$ cat config.mk
export PLATFORM = sky130hd
export DESIGN_NAME = adder_slice_sequencer_flat
export DESIGN_NICKNAME = d
export VERILOG_FILES = /design/src/rtl/adder_slice_sequencer_pkg.sv /design/src/rtl/adder_slice_sequencer_if.sv /design/src/rtl/adder_slice_sequencer.sv /design/src/flat_wrapper.sv
export SDC_FILE = /design/constraint.sdc
export NUM_CORES = 1
export LEC_CHECK = 0
export CAP_MARGIN = 20
export CELL_PAD_IN_SITES_DETAIL_PLACEMENT = 0
export CELL_PAD_IN_SITES_GLOBAL_PLACEMENT = 2
export CORE_ASPECT_RATIO = 0.75
export CORE_MARGIN = 5
export CORE_UTILIZATION = 25
export DETAILED_ROUTE_END_ITERATION = 7
export PLACE_DENSITY_LB_ADDON = 0.1
export SLEW_MARGIN = 20
export SYNTH_ARGS = -nofsm -noshare
export SYNTH_HDL_FRONTEND = slang
export SYNTH_SLANG_ARGS = --single-unit
$ cat constraint.sdc
create_clock -name clock -period 1.9 [get_ports clock]
set_input_delay 0.38 -clock clock [delete_from_list [all_inputs] [get_ports clock]]
set_output_delay 0.38 -clock clock [all_outputs]
set_load 0.005 [all_outputs]
$ cat src/rtl/adder_slice_sequencer_pkg.sv
// Shared types and constants for the adder slice sequencer.
// The 4-bit slice width is fixed by the external combinational adder.
package adder_seq_pkg;

    localparam int SLICE_W = 4;

    typedef enum logic [1:0] {
        IDLE = 2'd0,
        RUN  = 2'd1,
        DONE = 2'd2
    } state_e;

    function automatic int calc_nslices(input int width);
        return width / SLICE_W;
    endfunction

endpackage

$ cat src/rtl/adder_slice_sequencer_if.sv
// Operand/result handshakes plus the slice link to the external 4-bit adder.
// slave: the sequencer side; master: the surrounding parent / upstream / consumer.
interface adder_slice_sequencer_if #(
    parameter int WIDTH = 16
);
    logic             in_valid;
    logic             in_ready;
    logic [WIDTH-1:0] in_a;
    logic [WIDTH-1:0] in_b;
    logic             in_cin;
    logic [3:0]       add_a;
    logic [3:0]       add_b;
    logic             add_cin;
    logic [3:0]       add_c;
    logic             add_cout;
    logic             out_valid;
    logic             out_ready;
    logic [WIDTH-1:0] out_sum;
    logic             out_cout;

    modport slave (
        input  in_valid, in_a, in_b, in_cin, add_c, add_cout, out_ready,
        output in_ready, add_a, add_b, add_cin, out_valid, out_sum, out_cout
    );

    modport master (
        output in_valid, in_a, in_b, in_cin, add_c, add_cout, out_ready,
        input  in_ready, add_a, add_b, add_cin, out_valid, out_sum, out_cout
    );
endinterface

$ cat src/rtl/adder_slice_sequencer.sv
// Serialises a WIDTH-bit add through an external 4-bit adder, one slice per cycle, LSB first.
// Optional macro ADDER_SLICE_SEQ_SVA_EN embeds result/handshake assertions.
module adder_slice_sequencer
    import adder_seq_pkg::*;
#(
    parameter int WIDTH = 16
) (
    input  logic                    clock,
    input  logic                    reset,
    adder_slice_sequencer_if.slave  bus,
    output logic                    busy
);

    localparam int NSLICES = calc_nslices(WIDTH);
    localparam int IDX_W   = $clog2(NSLICES);
    localparam logic [IDX_W-1:0] LAST_IDX = IDX_W'(NSLICES - 1);

    if ((WIDTH % SLICE_W) != 0 || WIDTH < 8) begin : g_bad_width
        $error("adder_slice_sequencer: WIDTH must be a multiple of 4 and at least 8");
    end

    state_e             state_q, state_d;
    logic [IDX_W-1:0]   idx_q, idx_d;
    logic               carry_q, carry_d;
    logic [WIDTH-1:0]   a_q, a_d, b_q, b_d, sum_q, sum_d;
    logic [3:0]         add_a_q, add_a_d, add_b_q, add_b_d;
    logic               add_cin_q, add_cin_d;
    logic               out_valid_q, out_valid_d;
    logic               busy_q, busy_d;
    logic               in_ready_s;

    // Next-state, datapath update and handshake decode
    always_comb begin
        state_d    = state_q;
        idx_d      = idx_q;
        carry_d    = carry_q;
        a_d        = a_q;
        b_d        = b_q;
        sum_d      = sum_q;
        in_ready_s = 1'b0;
        case (state_q)
            IDLE: begin
                in_ready_s = 1'b1;
                if (bus.in_valid) begin
                    a_d     = bus.in_a;
                    b_d     = bus.in_b;
                    carry_d = bus.in_cin;
                    idx_d   = '0;
                    state_d = RUN;
                end else begin
                    state_d = IDLE;
                end
            end
            RUN: begin
                sum_d[SLICE_W*int'(idx_q) +: SLICE_W] = bus.add_c;
                carry_d = bus.add_cout;
                if (idx_q == LAST_IDX) begin
                    state_d = DONE;
                end else begin
                    idx_d = idx_q + IDX_W'(1);
                end
            end
            DONE: begin
                in_ready_s = bus.out_ready;
                if (bus.out_ready && bus.in_valid) begin
                    a_d     = bus.in_a;
                    b_d     = bus.in_b;
                    carry_d = bus.in_cin;
                    idx_d   = '0;
                    state_d = RUN;
                end else if (bus.out_ready) begin
                    state_d = IDLE;
                end else begin
                    state_d = DONE;
                end
            end
            default: begin
                state_d = IDLE;
            end
        endcase
    end

    // Adder drive and status are registered from next-state so they line up with the RUN cycle
    always_comb begin
        add_a_d     = 4'd0;
        add_b_d     = 4'd0;
        add_cin_d   = 1'b0;
        out_valid_d = (state_d == DONE);
        busy_d      = (state_d == RUN);
        if (state_d == RUN) begin
            add_a_d   = a_d[SLICE_W*int'(idx_d) +: SLICE_W];
            add_b_d   = b_d[SLICE_W*int'(idx_d) +: SLICE_W];
            add_cin_d = carry_d;
        end else begin
            add_cin_d = 1'b0;
        end
    end

    // State and datapath registers with synchronous reset
    always_ff @(posedge clock) begin
        if (reset) begin
            state_q     <= IDLE;
            idx_q       <= '0;
            carry_q     <= 1'b0;
            a_q         <= '0;
            b_q         <= '0;
            sum_q       <= '0;
            add_a_q     <= 4'd0;
            add_b_q     <= 4'd0;
            add_cin_q   <= 1'b0;
            out_valid_q <= 1'b0;
            busy_q      <= 1'b0;
        end else begin
            state_q     <= state_d;
            idx_q       <= idx_d;
            carry_q     <= carry_d;
            a_q         <= a_d;
            b_q         <= b_d;
            sum_q       <= sum_d;
            add_a_q     <= add_a_d;
            add_b_q     <= add_b_d;
            add_cin_q   <= add_cin_d;
            out_valid_q <= out_valid_d;
            busy_q      <= busy_d;
        end
    end

    assign bus.in_ready  = in_ready_s;
    assign bus.add_a     = add_a_q;
    assign bus.add_b     = add_b_q;
    assign bus.add_cin   = add_cin_q;
    assign bus.out_valid = out_valid_q;
    assign bus.out_sum   = sum_q;
    assign bus.out_cout  = carry_q;
    assign busy          = busy_q;

`ifdef ADDER_SLICE_SEQ_SVA_EN
    logic cin_q;

    // Keep the original carry-in so the full-width result can be checked at DONE
    always_ff @(posedge clock) begin
        if (reset) begin
            cin_q <= 1'b0;
        end else if (bus.in_valid && in_ready_s) begin
            cin_q <= bus.in_cin;
        end else begin
            cin_q <= cin_q;
        end
    end

    a_hold_stable: assert property (@(posedge clock) disable iff (reset)
        bus.out_valid && !bus.out_ready |=> $stable(bus.out_sum) && bus.out_valid);

    a_busy_completes: assert property (@(posedge clock) disable iff (reset)
        busy |-> ##[1:NSLICES] bus.out_valid);

    a_sum_correct: assert property (@(posedge clock) disable iff (reset)
        (state_q == DONE) |->
            ({carry_q, sum_q} == ({1'b0, a_q} + {1'b0, b_q} + (WIDTH+1)'(cin_q))));
`endif

endmodule

$ cat src/flat_wrapper.sv
// flat-port wrapper written by rule: the top's interface ports become plain ports
module adder_slice_sequencer_flat import adder_seq_pkg::*;
#(
    parameter int WIDTH = 16
)
  (clock, reset, busy, bus_in_valid, bus_in_a, bus_in_b, bus_in_cin, bus_add_c, bus_add_cout, bus_out_ready, bus_in_ready, bus_add_a, bus_add_b, bus_add_cin, bus_out_valid, bus_out_sum, bus_out_cout);
  adder_slice_sequencer_if #(.WIDTH(WIDTH)) bus_i ();
  input  logic clock;
  input  logic reset;
  output logic busy;
  input wire logic [$bits(bus_i.in_valid)-1:0] bus_in_valid;
  input wire logic [$bits(bus_i.in_a)-1:0] bus_in_a;
  input wire logic [$bits(bus_i.in_b)-1:0] bus_in_b;
  input wire logic [$bits(bus_i.in_cin)-1:0] bus_in_cin;
  input wire logic [$bits(bus_i.add_c)-1:0] bus_add_c;
  input wire logic [$bits(bus_i.add_cout)-1:0] bus_add_cout;
  input wire logic [$bits(bus_i.out_ready)-1:0] bus_out_ready;
  output wire logic [$bits(bus_i.in_ready)-1:0] bus_in_ready;
  output wire logic [$bits(bus_i.add_a)-1:0] bus_add_a;
  output wire logic [$bits(bus_i.add_b)-1:0] bus_add_b;
  output wire logic [$bits(bus_i.add_cin)-1:0] bus_add_cin;
  output wire logic [$bits(bus_i.out_valid)-1:0] bus_out_valid;
  output wire logic [$bits(bus_i.out_sum)-1:0] bus_out_sum;
  output wire logic [$bits(bus_i.out_cout)-1:0] bus_out_cout;
  assign bus_i.in_valid = bus_in_valid;
  assign bus_i.in_a = bus_in_a;
  assign bus_i.in_b = bus_in_b;
  assign bus_i.in_cin = bus_in_cin;
  assign bus_i.add_c = bus_add_c;
  assign bus_i.add_cout = bus_add_cout;
  assign bus_i.out_ready = bus_out_ready;
  assign bus_in_ready = bus_i.in_ready;
  assign bus_add_a = bus_i.add_a;
  assign bus_add_b = bus_i.add_b;
  assign bus_add_cin = bus_i.add_cin;
  assign bus_out_valid = bus_i.out_valid;
  assign bus_out_sum = bus_i.out_sum;
  assign bus_out_cout = bus_i.out_cout;
  adder_slice_sequencer #(.WIDTH(WIDTH)) u_core (.clock(clock), .reset(reset), .bus(bus_i), .busy(busy));
endmodule
# == After elaboration in Yosys (flattened, before gate mapping) ==
# Index checks and enable logic that the tools add are counted.
# W data, S select, Z words.
# classes
add_sub_neg,2
n_eq_ne,5
shift,4
muxes,20
n_bitwise,1
reduce_logical,3
# ops
op,n
$mux W16,4
$pmux W16 S2,2
$neg A4 Y33,1
$shift A4 B33 Y16 const A,1
$shiftx A4 B33 Y16,1
$shiftx A16 B5 Y4,2
$bwmux W16,1
$mux W2,6
$pmux W2 S3,2
$eq A2 B2 Y1 const B,3
$eq A2 B1 Y1 const B,2
$mux W1,3
$pmux W1 S3,1
$add A2 B1 Y2 const B,1
$logic_not A2 Y1,1
$pmux W1 S2,1
$reduce_or A2 Y1,1
$logic_and A1 B1 Y1,1
$not A1 Y1,1
# word_totals
regBits,64
in_bits,42
out_inout_bits,29
word_cells,46

# == Longest topological paths before layout ==
# depth
ltp_word,6
depth_mapped,9
depth_no_buf,7

# == Least setup slack after synthesis ==
# Ideal clock, no wire load.
# synth_timing
path_type,register to register
from,reg u_core.idx_q[0]
to,"reg u_core.add_a_q[0], in the netlist u_core.bus.add_a[0]"
setup_time_ns,0.116
arrival_time_ns,1.737
required_ns,1.784
setup_slack_ns,0.047
stages_incl_launch_ff,9
path_buffers,2
synth_period_minus_slack_ns,1.853
cell_sequence,dfxtp_1 ha_1 nor3b_2 a311oi_2 buf_6 buf_12 mux2i_1 o22ai_1 a31o_2
# synth_between
elab_chain_len,6
word_cells_on_any_way,12
cone_classes,add/sub (1); eq/ne (2); shift (1); mux (6); bitwise (1); reduce/logical (1)
# synth_rtl
element,line,text
"start, declared",adder_slice_sequencer.sv:23,"logic [IDX_W-1:0] idx_q, idx_d;"
"start signal, assigned",adder_slice_sequencer.sv:115,idx_q <= idx_d;
"parallel branches: the longest is 6 deep, another holds $add A2 B1 Y2",n/a,
"end signal, assigned",adder_slice_sequencer.sv:108,add_a_q <= 4'd0;
"end signal, assigned",adder_slice_sequencer.sv:120,add_a_q <= add_a_d;
"end, declared",adder_slice_sequencer.sv:26,"logic [3:0] add_a_q, add_a_d, add_b_q, add_b_d;"
# Parallel ways; which one is timed is not known.
# A chain may end at the register's enable or synchronous reset.

# == Worst setup path after layout ==
# layout_timing
from,reg u_core.idx_q[0]
to,"reg u_core.add_a_q[3], in the netlist u_core.bus.add_a[3]"
# Same word-level chain as after synthesis.

==> run summary <==
status - finished clean
Die Height - 98.5 um
pwr dens - 893 nW/um^2
Final HPWL DP - 5.76 mm
Avg Cell Area, Syn - 8.91 um^2
met2 Use GR - 17.1%
Register Area - 1290 um^2
row count - 32
Detail Route Antenna Nets - 0
final slew viol count - 0
Worst Skew - 0.00440 ns
largest net degree at the start of global routing - 49
Root Buffer - clkbuf_16
Synth top area share - 49.1%
Syn Inst Count - 293
CTS HTree Levels - 3
PortBufs - 70
hold crit path type - reg -> reg
RSZ-0062 raised after global routing - yes
Worst-path clk slew - 0.05 ns
Setup TNS - 0 ns
Clock Latency Late Sink - 0.33 ns
Worst path slowest cell - dfxtp_4
vias in the first global route - 2,416
area post-placement - 3660 um^2
grt total ovfl - 0
gpl congestion - 0.680
data required time of the critical path - 2.12 ns
Final nets - 443
crit path max fanout - 8
drt initial violations - 123
Setup crit end kind - flip-flop
Yosys cell types - 34
Max Cap Violations - 0
commonest cells after routing, fill and taps aside - nand2_1, clkdlybuf4s50_1, dfxtp_1
f_max - 0.542 GHz
Slew @ Worst Pin - 0.547 ns
initial antenna violation count - 0
die area - 12,600 um^2
WP data arrival - 2.06 ns
CTS buffer count - 9
Syn Std Cell Area - 2610 um^2
io pins - 71
synth top area cells - dfxtp_1, nand2_1, mux2i_1
DIE WIDTH - 128 um
Post-synth EDFFs - 0
global routing usage on met3 - 4.12%
DRT Pass-1 Iters - 5
commonest non-fill, non-tap cell in the layout - nand2_1
met1 usage - 20.8%
crit-path cells - buf_6 > nor3b_4 > a311oi_4 > buf_12 > buf_4 > mux2i_1 > o22ai_1 > a31o_1
syn nets - 342
Seq cells post-synth - 64
min Tclk post-route - 1.84 ns
Core ar. - 10,200 um^2
DRC - 0
Starting Density - 25.5%
post-synthesis sequential area ratio - 49.1%
startpoint class of the critical path - flip-flop
Critical Path Max Stage Delay - 0.35 ns
area of the multi-input gates - 1290 um^2
Tot GR Track Use - 13.3%
Via density - 4.43
kind of critical path - reg -> reg
ant diodes - 0
clk sinks - 64
warnings from Yosys - 0
Async SR Flop Fraction - 0%
total of fill cells in the finished design - 1,083
layout cell share with drive strength beyond 1 - 19.0%
final wirelength - 8.05 mm
cell taking the most area after synthesis - dfxtp_1
Max Root-Sink Buffers - 2
first-pass GRT wire length - 13.1 mm
final instance area - 4080 um^2
Worst Path Buf+Inv - 3
Slew HR - 63.5%
final worst-path cycle share - 97.1%
Leak - 0.00162 uW
# setup viols final - 0
Largest delay share family, worst path - compound AO/OA/AOI/OAI gates
VDD IR max - 0.000360 V
DR vias - 2,368
Hold Violations, Final - 0
Top FF cell, synth - dfxtp_1
Avg WL per Cell - 15.0 um
layout overhead on the synthesized area - 56.3%
TritonCTS clock tree - done
gr busiest metal - met1
[power by group]
| part | total [uW] | internal (uW) | switching [uW] |
|---|---|---|---|
| Combinational | 519 | 284 | 235 |
| Clock | 1670 | 1080 | 589 |
| Sequential | 1450 | 1410 | 42.4 |
| Total | 3640 | 2770 | 867 |
[Yosys cell counts, drive strengths merged (2+ instances only)]
cell type,instances
nor3,2
nor2,28
a21oi,32
nor4b,3
dfxtp,64
a31o,6
clkbuf,8
nor2b,2
nand2b,2
buf,9
ha,7
nor3b,3
nand2,70
mux2i,17
a22oi,18
inv,3
o22ai,6
[worst paths after layout]
kind	startpoint	end	slack (ns)	depth (start not counted)
hold / removal	u_core.a_q[0]	u_core.a_q[0]	0.45	2
hold reg to reg	u_core.a_q[0]	u_core.a_q[0]	0.45	2
setup reg to reg	u_core.idx_q[0]	u_core.bus.add_a[3]	0.06	8
setup / recovery	u_core.idx_q[0]	u_core.bus.add_a[3]	0.06	8
[registers in the layout, indices dropped and copies added, names as in the netlist]
name and count:
u_core.bus.out_cout 1, u_core.bus.add_a 4, u_core.state_q 2, u_core.bus.out_valid 1, u_core.b_q 16, u_core.bus.add_b 4
u_core.busy 1, u_core.bus.out_sum 16, u_core.bus.add_cin 1, u_core.idx_q 2, u_core.a_q 16
[worst register-to-register path, delay by kind of cell, from the launching register on]
| kind | cells | cell delay [ns] |
|---|---|---|
| buffers and inverters | 3 | 0.44 |
| AOI/OAI and AO/OA | 3 | 0.63 |
| DFF | 1 | 0.35 |
| muxes | 1 | 0.17 |
| and+or+nand+nor | 1 | 0.15 |
[per-layer routing]
metal,up-vias,wire length [um]
li1,1220,-
met1,1083,4510
met2,57,3100
met3,8,347
met4,0,90
met5,-,0
[metrics by stage]
step,std cells,total power [uW],utilization [%],setup WS (ns),hold WS (ns)
after floorplan,293,1700,-,0.0465,0.436
final,535,3640,39.8,0.0557,0.453
after detailed placement,515,1970,35.7,-0.491,0.448
after CTS,536,3700,39.4,0.0000273,0.434
after global routing,535,3810,39.8,-0.0471,0.481
after global placement,515,1970,35.7,-0.421,0.446
[cell families (layout without fill, tap and decap cells)]
logic type / Yosys count / after routing / synth area share (%)
flip-flops: 64 / 64 / 49.1
AND/OR/NAND/NOR: 115 / 115 / 19.1
multiplexers: 17 / 17 / 6.52
AO/OA/AOI/OAI: 70 / 70 / 17.6
adder cells (fa/ha/maj): 7 / 7 / 3.36
buffers and inverters: 20 / 126 / 4.36
[layout make-up]
class | instances | area share [%]
clock buffers | 11 | 6.20
clock inverters | 5 | 1.35
inverters | 3 | 0.276
multi-input cells | 209 | 31.7
flip-flops and latches | 64 | 31.6
well taps | 136 | 4.17
repair buffers | 107 | 24.7
[timing repair]
| item | CTS | global route |
|---|---|---|
| pin swaps | 1 | 3 |
| endpoints found under the setup margin | 8 | 8 |
| gates resized for setup | 10 | 14 |
| hold buffers | 0 | 0 |
| buffers inserted | 4 | 0 |
| cloned | 1 | 0 |
No activity file was read; power rests on OpenSTA's default activity.
